**config.mk**
```make
export PLATFORM = sky130hd
export DESIGN_NAME = hazard_stall_ctrl
export DESIGN_NICKNAME = d
export VERILOG_FILES = /design/src/rtl/hazard_stall_ctrl.sv
export SDC_FILE = /design/constraint.sdc
export NUM_CORES = 1
export LEC_CHECK = 0
export BUFFER_PORTS_ARGS = -buffer_cell sky130_fd_sc_hd__buf_2
export CAP_MARGIN = 20
export CORE_MARGIN = 2
export CORE_UTILIZATION = 41
export CTS_BUF_LIST = sky130_fd_sc_hd__clkbuf_8
export DETAILED_ROUTE_END_ITERATION = 12
export PLACE_DENSITY = 0.95
export SYNTH_ARGS = -nofsm -noshare
export SYNTH_HDL_FRONTEND = slang
export SYNTH_SLANG_ARGS = --single-unit
```
**constraint.sdc**
```tcl
create_clock -name clk -period 3.7 [get_ports clk]
set_input_delay 0.74 -clock clk [delete_from_list [all_inputs] [get_ports clk]]
set_output_delay 0.74 -clock clk [all_outputs]
set_load 0.03 [all_outputs]
```
**src/rtl/hazard_stall_ctrl.sv**
```systemverilog
// rtl/hazard_stall_ctrl.sv - DLX pipeline interlock: hazard detection, multi-cycle EX sequencing, stall counter
//
// Purpose:
//   Generates the freeze/bubble controls for the IF/ID, ID/EX and EX/MEM
//   stage registers. Detects load-use hazards and Decode-stage branch/jr
//   operand hazards that forwarding cannot cover, and holds a multi-cycle
//   EX operation (mult/div) in EX for MC_LATENCY cycles.
//
// Optional feature:
//   STALL_PERF_EN - when defined, stall_count is a saturating count of
//                   stall cycles; when undefined, stall_count is tied to 0.
//
// Ports:
//   clk, reset                    clock, synchronous active-high reset
//   dec_rs1/dec_rs2               Decode source registers
//   dec_uses_rs1/dec_uses_rs2     Decode instruction reads rs1/rs2
//   dec_is_branch                 Decode instruction resolves in Decode on rs1
//   exe_rd/exe_reg_we/exe_is_load EX destination, write enable, load flag
//   exe_mc_start                  EX holds a multi-cycle op (level)
//   mem_rd/mem_reg_we/mem_is_load MEM destination, write enable, load flag
//   stall                         freeze PC and IF/ID
//   exe_bubble                    EX latches a NOP
//   exe_hold                      EX register keeps its contents
//   mem_bubble                    MEM latches a NOP
//   busy                          multi-cycle sequencer active
//   stall_count                   saturating stall-cycle count

module hazard_stall_ctrl #(
    parameter int ADDR_W     = 6,
    parameter int MC_LATENCY = 4,
    parameter int CNT_W      = 16
) (
    input  logic              clk,
    input  logic              reset,
    input  logic [ADDR_W-1:0] dec_rs1,
    input  logic [ADDR_W-1:0] dec_rs2,
    input  logic              dec_uses_rs1,
    input  logic              dec_uses_rs2,
    input  logic              dec_is_branch,
    input  logic [ADDR_W-1:0] exe_rd,
    input  logic              exe_reg_we,
    input  logic              exe_is_load,
    input  logic              exe_mc_start,
    input  logic [ADDR_W-1:0] mem_rd,
    input  logic              mem_reg_we,
    input  logic              mem_is_load,
    output logic              stall,
    output logic              exe_bubble,
    output logic              exe_hold,
    output logic              mem_bubble,
    output logic              busy,
    output logic [CNT_W-1:0]  stall_count
);

    typedef enum logic {
        S_IDLE    = 1'b0,
        S_MC_BUSY = 1'b1
    } state_t;

    // The first EX cycle is spent in IDLE, the last one with cnt==0, so the
    // counter is loaded with the number of cycles in between.
    localparam logic [3:0] LP_CNT_INIT = 4'(MC_LATENCY - 2);

    state_t     r_state;
    logic [3:0] r_cnt;

    logic w_rs1_exe_match;
    logic w_rs2_exe_match;
    logic w_rs1_mem_match;
    logic w_load_use;
    logic w_branch_hz;
    logic w_hz;
    logic w_exe_hold;
    logic w_stall;

    // Register r0 is hard-wired to zero and never creates a dependency.
    assign w_rs1_exe_match = (dec_rs1 == exe_rd) && (dec_rs1 != '0);
    assign w_rs2_exe_match = (dec_rs2 == exe_rd) && (dec_rs2 != '0);
    assign w_rs1_mem_match = (dec_rs1 == mem_rd) && (dec_rs1 != '0);

    assign w_load_use = exe_is_load && exe_reg_we &&
                        ((dec_uses_rs1 && w_rs1_exe_match) ||
                         (dec_uses_rs2 && w_rs2_exe_match));

    // Branches compare in Decode, so any EX producer is too late, and a
    // load in MEM has no data yet either.
    assign w_branch_hz = dec_is_branch && dec_uses_rs1 &&
                         ((exe_reg_we && w_rs1_exe_match) ||
                          (mem_is_load && mem_reg_we && w_rs1_mem_match));

    assign w_hz = w_load_use || w_branch_hz;

    // In IDLE the hold follows exe_mc_start directly so the op is frozen in
    // its first EX cycle; in MC_BUSY the last cycle (cnt==0) releases it.
    assign w_exe_hold = (r_state == S_IDLE) ? exe_mc_start : (r_cnt != 4'd0);
    assign w_stall    = w_exe_hold || w_hz;

    assign stall      = w_stall;
    assign exe_hold   = w_exe_hold;
    // A held op must not be replaced by a NOP; Decode stays frozen instead.
    assign exe_bubble = w_hz && !w_exe_hold;
    assign mem_bubble = w_exe_hold;
    assign busy       = (r_state == S_MC_BUSY);

    always_ff @(posedge clk) begin
        if (reset) begin
            r_state <= S_IDLE;
            r_cnt   <= 4'd0;
        end else begin
            case (r_state)
                S_IDLE: begin
                    if (exe_mc_start) begin
                        r_state <= S_MC_BUSY;
                        r_cnt   <= LP_CNT_INIT;
                    end
                end
                S_MC_BUSY: begin
                    if (r_cnt == 4'd0) begin
                        r_state <= S_IDLE;
                    end else begin
                        r_cnt <= r_cnt - 4'd1;
                    end
                end
                default: begin
                    r_state <= S_IDLE;
                    r_cnt   <= 4'd0;
                end
            endcase
        end
    end

`ifdef STALL_PERF_EN
    logic [CNT_W-1:0] r_stall_count;

    always_ff @(posedge clk) begin
        if (reset) begin
            r_stall_count <= '0;
        end else if (w_stall && (r_stall_count != {CNT_W{1'b1}})) begin
            r_stall_count <= r_stall_count + 1'b1;
        end
    end

    assign stall_count = r_stall_count;
`else
    assign stall_count = '0;
`endif

endmodule

```
# [Word level (Yosys, flattened, before mapping)]
# Index checks and enable logic that the tools add are counted.
[totals] reg_bits=5 output_inout_bits=21 wordCells=39
[op_classes] addsub=1 eq_ne=5 mux=7 bitwise_logic=1 reduce_logical=23
[op_table] cell="$eq 6x6->1" n=3
[op_table] cell="$logic_and 1x1->1" n=13
[op_table] cell="$reduce_bool 6->1" n=2
[op_table] cell="$mux 4" n=2
[op_table] cell="$pmux 4 s2" n=1
[op_table] cell="$logic_not 4->1" n=1
[op_table] cell="$logic_or 1x1->1" n=4
[op_table] cell="$ne 2x2->1 const B" n=2
[op_table] cell="$reduce_bool 4->1" n=1
[op_table] cell="$sub 4x1->4 const B" n=1
[op_table] cell="$mux 1" n=3
[op_table] cell="$pmux 1 s2" n=1
[op_table] cell="$reduce_and 2->1" n=1
[op_table] cell="$logic_not 1->1" n=1
[op_table] cell="$not 1->1" n=1

# [Logic depth before layout (Yosys ltp)]
[logic_depth] depth_word=7 ltp_mapped=7 depth_no_buf=7

# [Worst setup path after synthesis]
# No wires, ideal clock.
[synth_path] path_kind="input to output" startpoint="input port dec_rs1[0]" endpoint="output port stall" arrival_ns=1.846 path_slack_ns=1.114 stages=4 path_cell_list="or4_1 > o31a_1 > o21ai_1 > nand3_1"
[synth_between] elab_chain_len=7
[synth_lines] element="start: declaration" line="35" text="input logic [ADDR_W-1:0] dec_rs1,"
[synth_lines] element="$eq 6x6->1, or another cell as far along" line="77" text="assign w_rs1_exe_match = (dec_rs1 == exe_rd) && (dec_rs1 != '0);"
[synth_lines] element="$logic_and 1x1->1, on equally long branches" line="77, 79"
[synth_lines] element="$logic_and 1x1->1, on equally long branches" line="82, 88, 89"
[synth_lines] element="$logic_or 1x1->1, on equally long branches" line="82, 88"
[synth_lines] element="$logic_and 1x1->1, on equally long branches" line="81, 87"
[synth_lines] element="$logic_or 1x1->1 (*)" line="91" text="assign w_hz = w_load_use || w_branch_hz;"
[synth_lines] element="$logic_or 1x1->1 (*)" line="96" text="assign w_stall = w_exe_hold || w_hz;"
[synth_lines] element="end: declaration" line="47" text="output logic stall,"
# Mark *: on every way between the ends. The rest lies on a longest branch, timed or not.

# [Final worst setup path]
[layout_path] startpoint="input port dec_rs1[0]" endpoint="output port exe_bubble"
[layout_between] elab_chain_len=7
[layout_lines] element="$eq 6x6->1, or another cell as far along" line="77"
[layout_lines] element="$logic_and 1x1->1, on equally long branches" line="77, 79"
[layout_lines] element="$logic_and 1x1->1, on equally long branches" line="82, 88, 89"
[layout_lines] element="$logic_or 1x1->1, on equally long branches" line="82, 88"
[layout_lines] element="$logic_and 1x1->1, on equally long branches" line="81, 87"
[layout_lines] element="$logic_or 1x1->1 (*)" line="91"
[layout_lines] element="$logic_and 1x1->1 (*)" line="101" text="assign exe_bubble = w_hz && !w_exe_hold;"
[layout_lines] element="end: declaration" line="48" text="output logic exe_bubble,"
# Marked as above.

==> results.ini <==
[drt]
dr_wl_met3_um=95
highest_layer=met4
first_pass_iters=4
vias_per_cell=4.68
ant_nets=0
drc_errors=0
wl_met1_um=513
via_count=637
drtIter0Drc=5
totalWireLength_mm=1.43
wl_met2_um=815
wl_per_cell_um=10.5

[sta]
finalCritPeriodShare_pct=75.4
tns_ns=0
setup_viol=0
skew_ns=0.00302
fmax_ghz=0.359
rsz0062_at_grt=no
finalCriticalPeriod_ns=2.79
setup_slack_ns=0.911
hold_violations=0
report.final.slew_viol_count=0
holdWs_ns=0.497

[floorplanning]
die_w_um=42.8
io_pins=55
core_area_um2=1450
die_y_um=42.8
initial_core_util_pct=42.5
dieArea_um2=1830
row_count=14

[worst_setup_path]
critPathKind=in -> out
r2r_setup_slack_ns=2.22
crit_fanout=3
end_kind=output port
worstReg2RegStart=r_cnt[0]
r2r-end=r_cnt[3]
arrival_ns=2.05
path_cells=buf_2 -> or4_1 -> o31a_1 -> o21ai_1 -> a21oi_1 -> buf_2
slowest_stage=or4_1
reg2reg_depth=7
cp.required_ns=2.96
crit_path_max_incr_delay_ns=0.52
worst_setup_path_start_kind=primary input
critPathMostFrequentCell=buf_2

[synthesis]
yosysUniqueCellTypes=24
synth_area_um2=618
yosysWarnings=0
netlist_instances=80
syn_area_per_cell_um2=7.73
synth_area_leader_cell=buf_4
synth-edff-count=0
synth.top_cells.by_count=17 x buf_4, 14 x xnor2_1, 5 x dfxtp_1
ys.flop_type=dfxtp_1
ys_seq_elements=5
ys_top_cells_by_area=buf_4 21%, xnor2_1 20%, dfxtp_1 16%
ys_seq_area_share_pct=16.2
synthArstFlopShare_pct=0
post-synth-top-count-cell=buf_4
synth_top_area_share_pct=20.6

[min_path]
hold_depth=2
hold_path.class=reg -> reg
hold_end=r_cnt[1]
hp-start=r_cnt[1]

[placement]
gp_congestion=0.800
place_ws_ns=0.921
place_area_um2=757
dp_hpwl_mm=1.25
port-buffer-count=38
placed_cells=132

[run]
drv_cap=0

[clocking]
cts-root-buf=clkbuf_8
cts_inserted_buffers=3
clock_latency_ns=0.22
post-cts-setup-buffers=0
cts_hold_buf=0
clk_path_buf_depth=2
post_cts_resized=0
htree_levels=1
cts.sinks=5
cts_tree=built
clkSlewWorstSetupHoldPaths_ns=0.03

[power_and_ir_drop]
powerDensity_nw_per_um2=326
p_leak_nw=0.383
ir_worst_vdd_uv=161
power_switching_share_pct=36.1
clkPwrFrac_pct=37.5
seqPwrFrac_pct=23.6
p_int_mw=0.167
power_frac_comb_pct=38.9
switching_power_mw=0.0944

[final_layout]
finalNetCount=156
antenna_cells=0
area_delta_synth_final_pct=29.8
fin_area_um2=802
stdcell_count=136
drive_above_1_share_pct=35.0

[status]
outcome=completed

[grt]
grt_antenna_before_repair=0
overflow=0
track_usage_pct=16.5
grt_max_degree=7
grt_pass1_vias=599
grt_pass1_wl_mm=2.33

## power groups by stage
stage / logic (mW) / clock network [mW] / registers (mW)
global route: 0.111 / 0.108 / 0.0625
detailed placement: 0.102 / 0 / 0.0625
CTS: 0.102 / 0.101 / 0.0618
finish: 0.102 / 0.0980 / 0.0617
global placement: 0.0993 / 0 / 0.0622
floorplan: 0.0804 / 0 / 0.0636
## worst max-delay path: cells and delay by family
kind,cells,cell delay [ns]
AND/OR/NAND/NOR,1,0.52
AO/OA/AOI/OAI,3,0.47
buffers and inverters,2,0.31
## kinds of logic (layout without fill, tap and decap cells)
group / Yosys count / after routing / synth area share [%]
AOI/OAI and AO/OA: 11 / 11 / 11.1
xor gates and xnor gates: 18 / 18 / 25.5
adders and majority gates: 1 / 1 / 2.02
buffers and inverters: 20 / 45 / 22.5
DFF: 5 / 5 / 16.2
other: 1 / 16 / 0.607
and+or+nand+nor: 24 / 24 / 22.1
## metrics by stage
| stage | power [mW] | utilization, % |
|---|---|---|
| floorplan | 0.144 | - |
| global placement | 0.161 | 52.1 |
| detailed placement | 0.164 | 52.1 |
| CTS | 0.265 | 55.2 |
| global route | 0.282 | 55.2 |
| finish | 0.261 | 55.2 |
## cells in the final DEF (no fill, tap or decap), types with 2 or more instances in the layout
cell type and instances:
nand2_1 2, a21oi_1 4, o21ai_0 2, nor3_1 3
nor2_1 3, dfxtp_1 5, buf_2 38, xnor2_1 14
nand2b_1 3, or4_1 2, nor4_1 2, nand4_1 4
conb_1 16, nand3_1 3, xor2_1 4, clkbuf_8 3
inv_1 4
## final cells by class
cell class,instances,area [um^2]
Fill cell,147,652
Multi-Input combinational cell,70,435
Timing Repair Buffer,38,190
Sequential cell,5,100
Clock buffer,3,41.3
Tap cell,16,20.0
Inverter,3,11.3
Clock inverter,1,3.75
## worst max path at each step
stage	slack [ns]	to	start	depth (start not counted)
after floorplan	1.11	stall	dec_rs1[0]	4
after global placement	0.95	stall	dec_rs1[0]	6
after detailed placement	0.92	stall	dec_rs1[0]	6
after CTS	0.92	exe_bubble	dec_rs1[0]	6
after global routing	0.83	exe_bubble	exe_rd[2]	7
final	0.91	exe_bubble	dec_rs1[0]	6
## metal layers
layer,global-route usage (%),up-vias
li1,-,324
met4,3.75,0
met5,0,-
met2,32.1,24
met1,16.6,287
met3,5.11,2
## state kept, by name, indices dropped and copies added (netlist names)
register  flops
busy          1
r_cnt         4
Power figures use the tool's default switching activity.
